### src/rtl/uart_cmd_pkg.sv
// Shared constants and state encoding for the UART command responder.
package uart_cmd_pkg;

  localparam logic [7:0] OP_WRITE = 8'h01;
  localparam logic [7:0] OP_READ  = 8'h02;
  localparam logic [7:0] OP_PING  = 8'h03;

  localparam logic [7:0] RSP_ACK  = 8'h06;
  localparam logic [7:0] RSP_NAK  = 8'h15;
  localparam logic [7:0] RSP_PONG = 8'h5A;

  localparam int HDR_BYTES = 5;

  typedef enum logic [2:0] {
    S_IDLE,
    S_HDR,
    S_WDATA,
    S_WMEM,
    S_RMEM,
    S_RSEND,
    S_RESP
  } state_t;

endpackage

### src/rtl/uart_cmd_responder.sv
// Byte-stream command decoder: parses WRITE/READ/PING frames from a UART
// receiver, drives a simple request/ack memory port and answers on the UART transmitter.
module uart_cmd_responder
  import uart_cmd_pkg::*;
#(
  parameter int TIMEOUT_CYCLES = 2700000
) (
  input  logic        clk,
  input  logic        reset,
  input  logic [7:0]  rx_data,
  input  logic        rx_valid,
  output logic [7:0]  tx_data,
  output logic        tx_valid,
  input  logic        tx_ready,
  output logic        mem_req,
  output logic        mem_we,
  output logic [23:0] mem_addr,
  output logic [7:0]  mem_wdata,
  input  logic [7:0]  mem_rdata,
  input  logic        mem_ack,
  output logic        busy,
  output logic        err
);

  localparam int TW = (TIMEOUT_CYCLES > 1) ? $clog2(TIMEOUT_CYCLES) : 1;
  localparam logic [TW-1:0] T_LAST = TW'(TIMEOUT_CYCLES - 1);

  state_t        state, state_next;
  logic          is_write, is_write_next;
  logic [2:0]    hdr_cnt, hdr_cnt_next;
  logic [23:0]   addr, addr_next;
  logic [15:0]   len, len_next;
  logic [7:0]    wdata, wdata_next;
  logic [7:0]    rdata, rdata_next;
  logic [7:0]    resp, resp_next;
  logic          overrun, overrun_next;
  logic          resp_armed, resp_armed_next;
  logic [TW-1:0] timer, timer_next;
  logic          err_next;
  logic [15:0]   hdr_len;
  logic          tx_fire;

  // Outputs are pure decodes of registers, so an async reset clears them at once.
  assign busy      = (state != S_IDLE);
  assign mem_req   = (state == S_WMEM) || (state == S_RMEM);
  assign mem_we    = (state == S_WMEM);
  assign mem_addr  = addr;
  assign mem_wdata = wdata;
  assign tx_valid  = (state == S_RSEND) || ((state == S_RESP) && resp_armed);
  assign tx_data   = (state == S_RSEND) ? rdata : resp;
  assign tx_fire   = tx_valid && tx_ready;
  assign hdr_len   = {len[7:0], rx_data};

  always_comb begin
    // NOTE: every signal gets a default before the case so no path can infer a latch.
    state_next    = state;
    is_write_next = is_write;
    hdr_cnt_next  = hdr_cnt;
    addr_next     = addr;
    len_next      = len;
    wdata_next    = wdata;
    rdata_next    = rdata;
    resp_next     = resp;
    overrun_next  = overrun;
    timer_next    = timer;
    err_next      = 1'b0;

    unique case (state)
      S_IDLE: begin
        timer_next   = '0;
        hdr_cnt_next = '0;
        overrun_next = 1'b0;
        if (rx_valid) begin
          if (rx_data == OP_WRITE || rx_data == OP_READ) begin
            is_write_next = (rx_data == OP_WRITE);
            state_next    = S_HDR;
          end else if (rx_data == OP_PING) begin
            resp_next  = RSP_PONG;
            state_next = S_RESP;
          end else begin
            resp_next  = RSP_NAK;
            err_next   = 1'b1;
            state_next = S_RESP;
          end
        end
      end

      S_HDR: begin
        if (rx_valid) begin
          // Header bytes arrive MSB first; shift them through {addr, len}.
          {addr_next, len_next} = {addr[15:0], len, rx_data};
          hdr_cnt_next = hdr_cnt + 3'd1;
          timer_next   = '0;
          if (hdr_cnt == 3'(HDR_BYTES - 1)) begin
            if (hdr_len == 16'd0) begin
              resp_next  = RSP_ACK;
              state_next = S_RESP;
            end else begin
              state_next = is_write ? S_WDATA : S_RMEM;
            end
          end
        end else if (timer == T_LAST) begin
          err_next   = 1'b1;
          state_next = S_IDLE;
        end else begin
          timer_next = timer + 1'b1;
        end
      end

      S_WDATA: begin
        if (rx_valid) begin
          wdata_next   = rx_data;
          overrun_next = 1'b0;
          timer_next   = '0;
          state_next   = S_WMEM;
        end else if (timer == T_LAST) begin
          err_next   = 1'b1;
          state_next = S_IDLE;
        end else begin
          timer_next = timer + 1'b1;
        end
      end

      S_WMEM: begin
        if (rx_valid) overrun_next = 1'b1;
        if (mem_ack) begin
          addr_next = addr + 24'd1;
          len_next  = len - 16'd1;
          if (overrun || rx_valid) begin
            err_next   = 1'b1;
            resp_next  = RSP_NAK;
            state_next = S_RESP;
          end else if (len == 16'd1) begin
            resp_next  = RSP_ACK;
            state_next = S_RESP;
          end else begin
            timer_next = '0;
            state_next = S_WDATA;
          end
        end
      end

      S_RMEM: begin
        if (mem_ack) begin
          rdata_next = mem_rdata;
          state_next = S_RSEND;
        end
      end

      S_RSEND: begin
        if (tx_fire) begin
          addr_next = addr + 24'd1;
          len_next  = len - 16'd1;
          if (len == 16'd1) begin
            resp_next  = RSP_ACK;
            state_next = S_RESP;
          end else begin
            state_next = S_RMEM;
          end
        end
      end

      S_RESP: begin
        if (tx_fire) state_next = S_IDLE;
      end

      default: state_next = S_IDLE;
    endcase

    // The response byte is held back one cycle so tx_valid always drops between bytes.
    resp_armed_next = (state == S_RESP) && (state_next == S_RESP);
  end

  // NOTE: state registers use non-blocking assignments so all flops update together.
  always_ff @(posedge clk or posedge reset) begin
    if (reset) begin
      state      <= S_IDLE;
      is_write   <= 1'b0;
      hdr_cnt    <= '0;
      addr       <= '0;
      len        <= '0;
      wdata      <= '0;
      rdata      <= '0;
      resp       <= '0;
      overrun    <= 1'b0;
      resp_armed <= 1'b0;
      timer      <= '0;
      err        <= 1'b0;
    end else begin
      state      <= state_next;
      is_write   <= is_write_next;
      hdr_cnt    <= hdr_cnt_next;
      addr       <= addr_next;
      len        <= len_next;
      wdata      <= wdata_next;
      rdata      <= rdata_next;
      resp       <= resp_next;
      overrun    <= overrun_next;
      resp_armed <= resp_armed_next;
      timer      <= timer_next;
      err        <= err_next;
    end
  end

endmodule

### config.mk
export PLATFORM = sky130hd
export DESIGN_NAME = uart_cmd_responder
export DESIGN_NICKNAME = d
export VERILOG_FILES = /design/src/rtl/uart_cmd_pkg.sv /design/src/rtl/uart_cmd_responder.sv
export SDC_FILE = /design/constraint.sdc
export NUM_CORES = 1
export LEC_CHECK = 0
export ABC_AREA = 1
export BUFFER_PORTS_ARGS = -buffer_cell sky130_fd_sc_hd__buf_2
export CAP_MARGIN = 20
export CORE_UTILIZATION = 60
export CTS_CLUSTER_DIAMETER = 30
export DETAILED_ROUTE_END_ITERATION = 7
export GPL_ROUTABILITY_DRIVEN = 1
export PLACE_DENSITY = 0.89
export SLEW_MARGIN = 20
export SYNTH_ARGS = -nofsm -noshare
export SYNTH_HDL_FRONTEND = slang
export SYNTH_SLANG_ARGS = --single-unit
### constraint.sdc
create_clock -name clk -period 4.3 [get_ports clk]
set_clock_uncertainty 0.05 [all_clocks]
set_input_delay 0.86 -clock clk [delete_from_list [all_inputs] [get_ports clk]]
set_output_delay 0.86 -clock clk [all_outputs]
set_load 0.01 [all_outputs]
==> results.sh, run 1 <==
export IMPL_outcome="finished clean"
export IMPL_core_area_um2=10300
export IMPL_regToRegEndpoint="len[3]$_DFFE_PP0P_"
export IMPL_design_portCount=66
export IMPL_synth_top_area_share_pct=38.1
export IMPL_antenna_found_initial=0
export IMPL_cts_buffers_inserted=9
export IMPL_synth_warning_count=0
export IMPL_portBuffers=65
export IMPL_cts_tree="done"
export IMPL_antenna_cells=0
export IMPL_post_cts_buffers=0
export IMPL_power_uw=4540
export IMPL_r2r_start="state[2]$_DFF_PP0_"
export IMPL_ant_nets=0
export IMPL_cp_num_cells=3
export IMPL_htree_levels=3
export IMPL_remaining_drc_errors=0
export IMPL_worst_hold_path_type="flip-flop to flip-flop"
export IMPL_die_h_um=105
export IMPL_synth_async_reset_ratio_pct=100
export IMPL_synth_area_per_cell_um2=6.56
export IMPL_num_nets_final=1041
export IMPL_slew_viol_final=0
export IMPL_netlist_instances=962
export IMPL_grt_overflow=0
export IMPL_fmax_mhz=347
export IMPL_dieArea_um2=10900
export IMPL_grt_pass1_wl_mm=28.1
export IMPL_crit_start="state[0]$_DFF_PP0_"
export IMPL_vias_per_cell=5.68
export IMPL_ctsRootBufferMaster="clkbuf_8"
export IMPL_crit_path_end_kind="primary output"
export IMPL_synth_flop_cell="dfrtp_1"
export IMPL_yosys_top_cells_count="nand2_1, nor2_1, dfrtp_1, inv_1, nand3_1"
export IMPL_crit_fanout=11
export IMPL_slowest_delay_ns=0.80
export IMPL_grt_setup_unrepaired="false"
export IMPL_grt_max_degree=75
export IMPL_start_util_pct=61.4
export IMPL_synth_nets=990
export IMPL_insertion_delay_ns=0.38
export IMPL_cap_violations=0
export IMPL_rows=37
export IMPL_cts_buffer_depth=2
export IMPL_setup_tns_final_ns=0
export IMPL_drt_wl_total_mm=16.2
export IMPL_setup_viol=0
export IMPL_fin_crit_sh_pct=66.9
export IMPL_reg2regPathDepth=9
export IMPL_numClockSinks=96
export IMPL_cts_resized_gates=0
export IMPL_cp_top_family="simple AND/OR/NAND/NOR gates"
export IMPL_worst_path_max_delay_cell="nor3_1"
export IMPL_max_slew_margin_pct=38.3
export IMPL_synth_edff_count=0
export IMPL_required_ns=3.39
export IMPL_grt_pass1_vias=6076
export IMPL_yosysMostFrequentCell="nand2_1"
export IMPL_tightestPinTransition_ns=0.918
export IMPL_synthToLayoutAreaGrowth_pct=8.82
export IMPL_vias=6547
export IMPL_drive_gt1_share_pct=10.6
export IMPL_dr_pass1_iters=5
export IMPL_powerDensity_nw_per_um2=661
export IMPL_ys_types=38
export IMPL_ff2ff_setup_slack_ns=1.60
export IMPL_post_drt_wl_per_cell_um=14.1
export IMPL_clk_pin_slew_ns=0.09
export IMPL_cellLeakagePower_uw=0.00334
export IMPL_crit_buf_inv=2
export IMPL_crit_type="flip-flop to primary output"
export IMPL_ys_ff_latch=96
export IMPL_crit_chain="nor3_1 > inv_1 > buf_2"
export IMPL_yosys_area_top_type="dfrtp_1"
export IMPL_hold_viol_final=0
export IMPL_arrival_ns=1.97
export IMPL_ctsHoldBuffers=0
export IMPL_post_route_min_period_ns=2.88
export IMPL_ys_seq_area_share_pct=38.1
export IMPL_drt_iter0_markers=466
export IMPL_startpoint_type="flip-flop"
export IMPL_synthesis_area_um2=6310
export IMPL_globalRouteTotalUtil_pct=31.4
export IMPL_dp_hpwl_mm=11.5
export IMPL_ys_top_cells_by_area="dfrtp_1, nand2_1, nor2_1"
export IMPL_crit_end="busy"
export IMPL_globalplace_congestion=0.942
export IMPL_die_w_um=105
export IMPL_peakVddDrop_v=0.000432
-- sequential cells by signal (all words and copies together), names as in the netlist --
register	cells
timer	22
is_write	1
mem_addr	24
len	16
state	3
resp_armed	1
mem_wdata	8
resp	8
rdata	8
err	1
overrun	1
hdr_cnt	3
-- worst reg2reg max path, cell delays in order (launching register included) --
cell and delay (ns):
dfrtp_1 0.50, inv_2 0.18, nand3_1 0.22, nand2_1 0.16
nor2_1 0.06, inv_1 0.14, nand2_4 0.22, inv_2 0.57
o21ai_0 0.26, a21o_1 0.22
-- layout make-up --
cell class / count / area [µm²]
Fill cell: 952 / 3410
Multi-Input combinational cell: 735 / 3370
Sequential cell: 96 / 2400
Inverter: 102 / 385
Timing Repair Buffer: 69 / 355
Tap cell: 136 / 170
Clock buffer: 11 / 141
Clock inverter: 4 / 45.0
-- where the power goes --
group          leakage (µW)  total [µW]  switching (µW)  internal [µW]
clock network     0.0000989         603             324            279
registers           0.00122        1580             349           1230
logic               0.00202        2360            1610            745
-- per-layer routing --
layer | vias to the layer above | wire, µm | global-route usage, %
li1 | 3212 | - | -
met1 | 3028 | 7070 | 41.6
met2 | 257 | 7650 | 51.3
met3 | 50 | 1040 | 5.05
met4 | 0 | 459 | 12.7
met5 | - | 0 | 0
-- how the worst min path moves through the flow --
stage | from | endpoint | depth (start not counted)
3_3_place_gp | rdata[4]$_DFFE_PP0P_ | rdata[4]$_DFFE_PP0P_ | 2
5_1_grt | rdata[1]$_DFFE_PP0P_ | rdata[1]$_DFFE_PP0P_ | 2
3_5_place_dp | rdata[4]$_DFFE_PP0P_ | rdata[4]$_DFFE_PP0P_ | 2
2_1_floorplan | resp[1]$_DFFE_PP0P_ | resp[1]$_DFFE_PP0P_ | 2
6_report | rdata[5]$_DFFE_PP0P_ | rdata[5]$_DFFE_PP0P_ | 2
4_1_cts | rdata[4]$_DFFE_PP0P_ | rdata[4]$_DFFE_PP0P_ | 2
-- cell usage in the layout (no fill, tap or decap), types with 20 or more instances in the layout --
cell,instances
a21oi_1,36
inv_1,95
nor2_1,111
o21ai_0,77
nand3_1,80
dfrtp_1,96
nor3_1,20
nand4_1,20
nand2_1,321
buf_2,65
-- stage by stage --
stage          cell area [µm²]  setup WS (ns)  hold WS [ns]  cells  util [%]
2_1_floorplan             6310          0.885         0.392    962         -
3_3_place_gp              6680           1.21         0.403   1138      65.0
3_5_place_dp              6680           1.14         0.408   1138      65.0
4_1_cts                   6870           1.42         0.431   1153      66.8
5_1_grt                   6870           1.24         0.451   1153      66.8
6_report                  6870           1.42         0.434   1153      66.8
-- cells by family (layout without fill, tap and decap cells) --
group / after synthesis / in the layout / share of synthesized area (%)
and+or+nand+nor: 573 / 573 / 38.2
AOI/OAI and AO/OA: 145 / 145 / 12.3
buffers and inverters: 131 / 186 / 8.57
DFF: 96 / 96 / 38.1
xor gates and xnor gates: 9 / 9 / 1.25
adders and majority gates: 7 / 7 / 1.39
muxes: 1 / 1 / 0.178
No activity file was read; power rests on OpenSTA's default activity.
==> inputs of run 2 (changes only) <==
--- a/config.mk
+++ b/config.mk
@@ -8,11 +8,11 @@
 export ABC_AREA = 1
 export BUFFER_PORTS_ARGS = -buffer_cell sky130_fd_sc_hd__buf_2
 export CAP_MARGIN = 20
-export CORE_UTILIZATION = 60
+export CORE_UTILIZATION = 54
 export CTS_CLUSTER_DIAMETER = 30
 export DETAILED_ROUTE_END_ITERATION = 7
 export GPL_ROUTABILITY_DRIVEN = 1
-export PLACE_DENSITY = 0.89
+export PLACE_DENSITY = 0.85
 export SLEW_MARGIN = 20
 export SYNTH_ARGS = -nofsm -noshare
 export SYNTH_HDL_FRONTEND = slang
==> constraint.sdc (replaced) <==
create_clock -name clk -period 2.44 [get_ports clk]
set_clock_uncertainty 0.05 [all_clocks]
set_input_delay 0.488 -clock clk [delete_from_list [all_inputs] [get_ports clk]]
set_output_delay 0.488 -clock clk [all_outputs]
set_load 0.01 [all_outputs]
==> results.sh, run 2 (synthesis gave the netlist of run 1 again) <==
export IMPL_dr_pass1_iters=5
export IMPL_grt_overflow=0
export IMPL_ctsRootBufferMaster="clkbuf_16"
export IMPL_slew_viol_final=0
export IMPL_num_nets_final=1056
export IMPL_globalRouteTotalUtil_pct=28.7
export IMPL_outcome="finished clean"
export IMPL_max_slew_margin_pct=59.9
export IMPL_power_share_clock_pct=16.8
export IMPL_fin_crit_sh_pct=92.7
export IMPL_drt_wl_total_mm=16.5
export IMPL_worst_path_max_delay_cell="dfrtp_1"
export IMPL_tightestPinTransition_ns=0.600
export IMPL_grt_pass1_wl_mm=27.3
export IMPL_core_area_um2=11400
export IMPL_worst_hold_path_type="primary input to asynchronous set/reset pin"
export IMPL_arrival_ns=1.72
export IMPL_cellLeakagePower_uw=0.00345
export IMPL_remaining_drc_errors=0
export IMPL_setup_viol=0
export IMPL_die_h_um=110
export IMPL_setup_tns_final_ns=0
export IMPL_slowest_delay_ns=0.52
export IMPL_required_ns=1.90
export IMPL_cts_buffers_inserted=9
export IMPL_vias=6523
export IMPL_instances_no_fill=1176
export IMPL_start_util_pct=55.3
export IMPL_ctsHoldBuffers=0
export IMPL_antenna_found_initial=0
export IMPL_synthToLayoutAreaGrowth_pct=13.2
export IMPL_hold_viol_final=0
export IMPL_dieArea_um2=12100
export IMPL_combPwrFrac_pct=50.9
export IMPL_crit_chain="nand3_4 > clkinvlp_4 > o21ai_0 > buf_2"
export IMPL_post_drt_wl_per_cell_um=14.1
export IMPL_crit_fanout=13
export IMPL_startpoint_type="flip-flop"
export IMPL_grt_max_degree=97
export IMPL_rows=39
export IMPL_cts_resized_gates=1
export IMPL_post_place_cells=1160
export IMPL_drt_iter0_markers=621
export IMPL_clk_pin_slew_ns=0.07
export IMPL_peakVddDrop_v=0.000795
export IMPL_post_route_min_period_ns=2.26
export IMPL_cap_violations=0
export IMPL_crit_path_end_kind="primary output"
export IMPL_crit_buf_inv=2
export IMPL_intPower_uw=4470
export IMPL_layout_common_cells="nand2_1, nor2_1, dfrtp_1"
export IMPL_ant_nets=0
export IMPL_final_common_cell="nand2_1"
export IMPL_grt_pass1_vias=5753
export IMPL_numClockSinks=96
export IMPL_cts_buffer_depth=2
export IMPL_fmax_mhz=442
export IMPL_cts_tree="done"
export IMPL_design_area_um2=7140
export IMPL_design_portCount=66
export IMPL_powerDensity_nw_per_um2=1200
export IMPL_p_sw_share_pct=47.9
export IMPL_portBuffers=65
export IMPL_htree_levels=3
export IMPL_place_area_um2=6830
export IMPL_vias_per_cell=5.55
export IMPL_globalplace_congestion=0.977
export IMPL_insertion_delay_ns=0.35
export IMPL_cp_top_family="flip-flops"
export IMPL_switching_power_uw=4120
export IMPL_die_w_um=110
export IMPL_post_cts_buffers=0
export IMPL_drive_gt1_share_pct=12.3
export IMPL_dp_hpwl_mm=11.9
export IMPL_antenna_cells=0
export IMPL_largest_register_ffs=24
export IMPL_power_frac_seq_pct=32.3
export IMPL_crit_type="flip-flop to primary output"
export IMPL_grt_setup_unrepaired="false"
## run 2: changes by cell type in the layout (fill, tap and decap cells not counted), sizes merged
cell,before,now
clkinv,3,2
inv,102,101
buf,69,84
clkbuf,11,10
clkinvlp,0,4
## run 2: per-stage QoR
stage	setup slack (ns)	total power, µW	util [%]	hold slack (ns)
global placement	0.291	6980	59.8	0.404
floorplan	0.589	5800	-	0.392
global route	0.0260	9360	62.6	0.296
detailed placement	0.238	7090	59.8	0.410
CTS	0.0577	8560	62.4	0.274
finish	0.178	8590	62.6	0.250
## run 2: power by group through the flow
stage | registers (µW) | clock network (µW) | logic [µW]
after detailed placement | 2770 | 0 | 4320
final | 2770 | 1450 | 4370
after floorplan | 2720 | 0 | 3080
after global placement | 2760 | 0 | 4220
after global routing | 2840 | 1530 | 4990
after CTS | 2750 | 1460 | 4350
## run 2: metal layers
metal	vias up	GRT usage [%]	share of wire, %	wire (µm)
li1	3247	-	-	-
met1	3038	38.9	45	7450
met2	217	47.4	47	7820
met3	21	5.58	6.5	1070
met4	0	6.39	1.1	187
met5	-	0	0	0
## run 2: area by class of cell
cell class	instances	area, µm²
inverters	102	390
repair buffers	84	497
fillers	1050	4280
flip-flops and latches	96	2400
multi-input cells	735	3380
clock inverters	6	67.6
well taps	143	179
clock buffers	10	229
## run 2: worst register-to-register path, cell delays in order (launching register included)
cell and delay [ns]:
dfrtp_1 0.50, inv_2 0.18, nand3_1 0.20, nand2_2 0.19
nor2_1 0.07, inv_1 0.14, nand2_4 0.07, inv_2 0.24
buf_4 0.22, o21ai_0 0.09, a21oi_1 0.15
## run 2: final timing paths
path,endpoint,slack (ns),start,cells after the start
worst max-delay path,tx_data[4],0.18,state[0]$_DFF_PP0_,4
worst min-delay path,mem_addr[22]$_DFFE_PP0P_,0.25,reset,3
worst max register to register,mem_addr[6]$_DFFE_PP0P_,0.26,state[2]$_DFF_PP0_,10
worst min register to register,rdata[2]$_DFFE_PP0P_,0.42,rdata[2]$_DFFE_PP0P_,2
max in group asynchronous,timer[0]$_DFFE_PP0P_,1.71,reset,3
min in group clk,rdata[2]$_DFFE_PP0P_,0.28,mem_rdata[2],3
==> inputs of run 3 (changes only) <==
--- a/config.mk
+++ b/config.mk
@@ -13,6 +13,7 @@
 export DETAILED_ROUTE_END_ITERATION = 7
 export GPL_ROUTABILITY_DRIVEN = 1
 export PLACE_DENSITY = 0.85
+export SETUP_SLACK_MARGIN = 0.2
 export SLEW_MARGIN = 20
 export SYNTH_ARGS = -nofsm -noshare
 export SYNTH_HDL_FRONTEND = slang
==> results.sh, run 3 (synthesis gave the netlist of run 1 again) <==
export IMPL_die_w_um=110
export IMPL_design_area_um2=7200
export IMPL_crit_end="tx_data[7]"
export IMPL_htree_levels=3
export IMPL_drive_gt1_share_pct=13.4
export IMPL_die_h_um=110
export IMPL_grt_overflow=0
export IMPL_synthToLayoutAreaGrowth_pct=14.1
export IMPL_fin_crit_sh_pct=86.8
export IMPL_clk_pin_slew_ns=0.07
export IMPL_layout_common_cells="nand2_1, nor2_1, inv_1"
export IMPL_grt_pass1_vias=5745
export IMPL_powerDensity_nw_per_um2=1210
export IMPL_vias=6566
export IMPL_dp_slack_ns=0.238
export IMPL_required_ns=1.90
export IMPL_worst_hold_path_type="primary input to asynchronous set/reset pin"
export IMPL_slew_viol_final=0
export IMPL_remaining_drc_errors=0
export IMPL_portBuffers=65
export IMPL_start_util_pct=55.3
export IMPL_startpoint_type="flip-flop"
export IMPL_grt_pass1_wl_mm=27.4
export IMPL_peakVddDrop_v=0.000798
export IMPL_insertion_delay_ns=0.35
export IMPL_final_common_cell="nand2_1"
export IMPL_fill_cells=1049
export IMPL_ant_nets=0
export IMPL_numClockSinks=96
export IMPL_hold_viol_final=0
export IMPL_crit_start="state[1]$_DFF_PP0_"
export IMPL_ctsHoldBuffers=0
export IMPL_tightestPinTransition_ns=0.612
export IMPL_globalRouteTotalUtil_pct=28.8
export IMPL_cts_buffer_depth=2
export IMPL_grt_setup_unrepaired="false"
export IMPL_dp_hpwl_mm=11.9
export IMPL_cap_violations=0
export IMPL_outcome="finished clean"
export IMPL_cts_tree="done"
export IMPL_place_area_um2=6830
export IMPL_design_portCount=66
export IMPL_drt_iter0_markers=680
export IMPL_ctsRootBufferMaster="clkbuf_16"
export IMPL_post_drt_wl_per_cell_um=14.2
export IMPL_core_area_um2=11400
export IMPL_ff2ff_setup_slack_ns=0.38
export IMPL_drt_wl_total_mm=16.8
export IMPL_regToRegEndpoint="mem_addr[3]$_DFFE_PP0P_"
export IMPL_cts_buffers_inserted=9
export IMPL_setup_viol=0
export IMPL_crit_type="flip-flop to primary output"
export IMPL_grt_max_degree=97
export IMPL_num_nets_final=1062
export IMPL_max_slew_margin_pct=59.2
export IMPL_globalplace_congestion=0.977
export IMPL_largest_register_ffs=24
export IMPL_rows=39
export IMPL_r2r_start="state[2]$_DFF_PP0_"
export IMPL_crit_fanout=8
export IMPL_crit_path_end_kind="primary output"
export IMPL_reg2regPathDepth=10
export IMPL_dr_pass1_iters=5
export IMPL_post_route_min_period_ns=2.12
export IMPL_antenna_found_initial=0
export IMPL_setup_tns_final_ns=0
export IMPL_cellLeakagePower_uw=0.00346
export IMPL_arrival_ns=1.58
export IMPL_fmax_mhz=472
export IMPL_antenna_cells=0
export IMPL_dieArea_um2=12100
export IMPL_worst_slack_ns=0.321
export IMPL_vias_per_cell=5.55
## run 3: cell types whose count changed in the layout (fill, tap and decap cells not counted)
cell        previous run  this run
dfrtp_1               95        92
clkinvlp_4             4         5
nand3_1               80        79
ha_1                   7         6
ha_2                   0         1
dfrtp_2                1         4
inv_1                 94        93
inv_4                  0         1
buf_4                 16        21
nand3_2                2         3
## run 3: routing by layer
metal / vias to the layer above / wire length, µm / track usage (%)
li1: 3253 / - / -
met1: 3060 / 7520 / 39.2
met2: 230 / 8040 / 47.8
met3: 23 / 1050 / 5.58
met4: 0 / 213 / 6.30
met5: - / 0 / 0
## run 3: layout make-up
| type | count | area, µm² | area share [%] |
|---|---|---|---|
| clock buffers | 10 | 229 | 3.18 |
| well taps | 143 | 179 | 2.48 |
| repair buffers | 89 | 534 | 7.42 |
| repair inverters | 1 | 7.51 | 0.104 |
| inverters | 102 | 393 | 5.46 |
| multi-input cells | 735 | 3380 | 47.0 |
| flip-flops and latches | 96 | 2410 | 33.4 |
| clock inverters | 6 | 67.6 | 0.938 |
## run 3: per-stage QoR
stage	total power, µW	util, %	cells	hold slack (ns)
final	8690	63.1	1182	0.245
after global routing	9450	63.1	1182	0.294
after CTS	8590	62.7	1178	0.274
after detailed placement	7090	59.8	1160	0.410
after global placement	6980	59.8	1160	0.404
after floorplan	5800	-	962	0.392
## run 3: repair_timing
action,4_1_cts,5_1_grt
gates cloned,1,0
setup endpoints to repair,8,52
gates resized for setup,5,8
buffers inserted,1,4
## run 3: worst min-delay path by stage
stage | start | end | slack (ns) | cells past startpoint
2_1_floorplan | resp[1]$_DFFE_PP0P_ | resp[1]$_DFFE_PP0P_ | 0.39 | 2
3_3_place_gp | rdata[2]$_DFFE_PP0P_ | rdata[2]$_DFFE_PP0P_ | 0.40 | 2
3_5_place_dp | rdata[2]$_DFFE_PP0P_ | rdata[2]$_DFFE_PP0P_ | 0.41 | 2
4_1_cts | reset | mem_addr[15]$_DFFE_PP0P_ | 0.27 | 3
5_1_grt | mem_rdata[0] | rdata[0]$_DFFE_PP0P_ | 0.29 | 3
6_report | reset | mem_addr[13]$_DFFE_PP0P_ | 0.24 | 3
## run 3: report_power, final
part	total (µW)	internal [µW]	switching (µW)
Sequential	2780	2180	606
Clock	1450	799	652
Combinational	4450	1540	2910
## run 3: worst max-delay path: stages (launching register included)
cell,delay [ns]
dfrtp_2,0.46
inv_2,0.15
nand3_4,0.15
buf_4,0.17
o21ai_0,0.15
buf_2,0.16
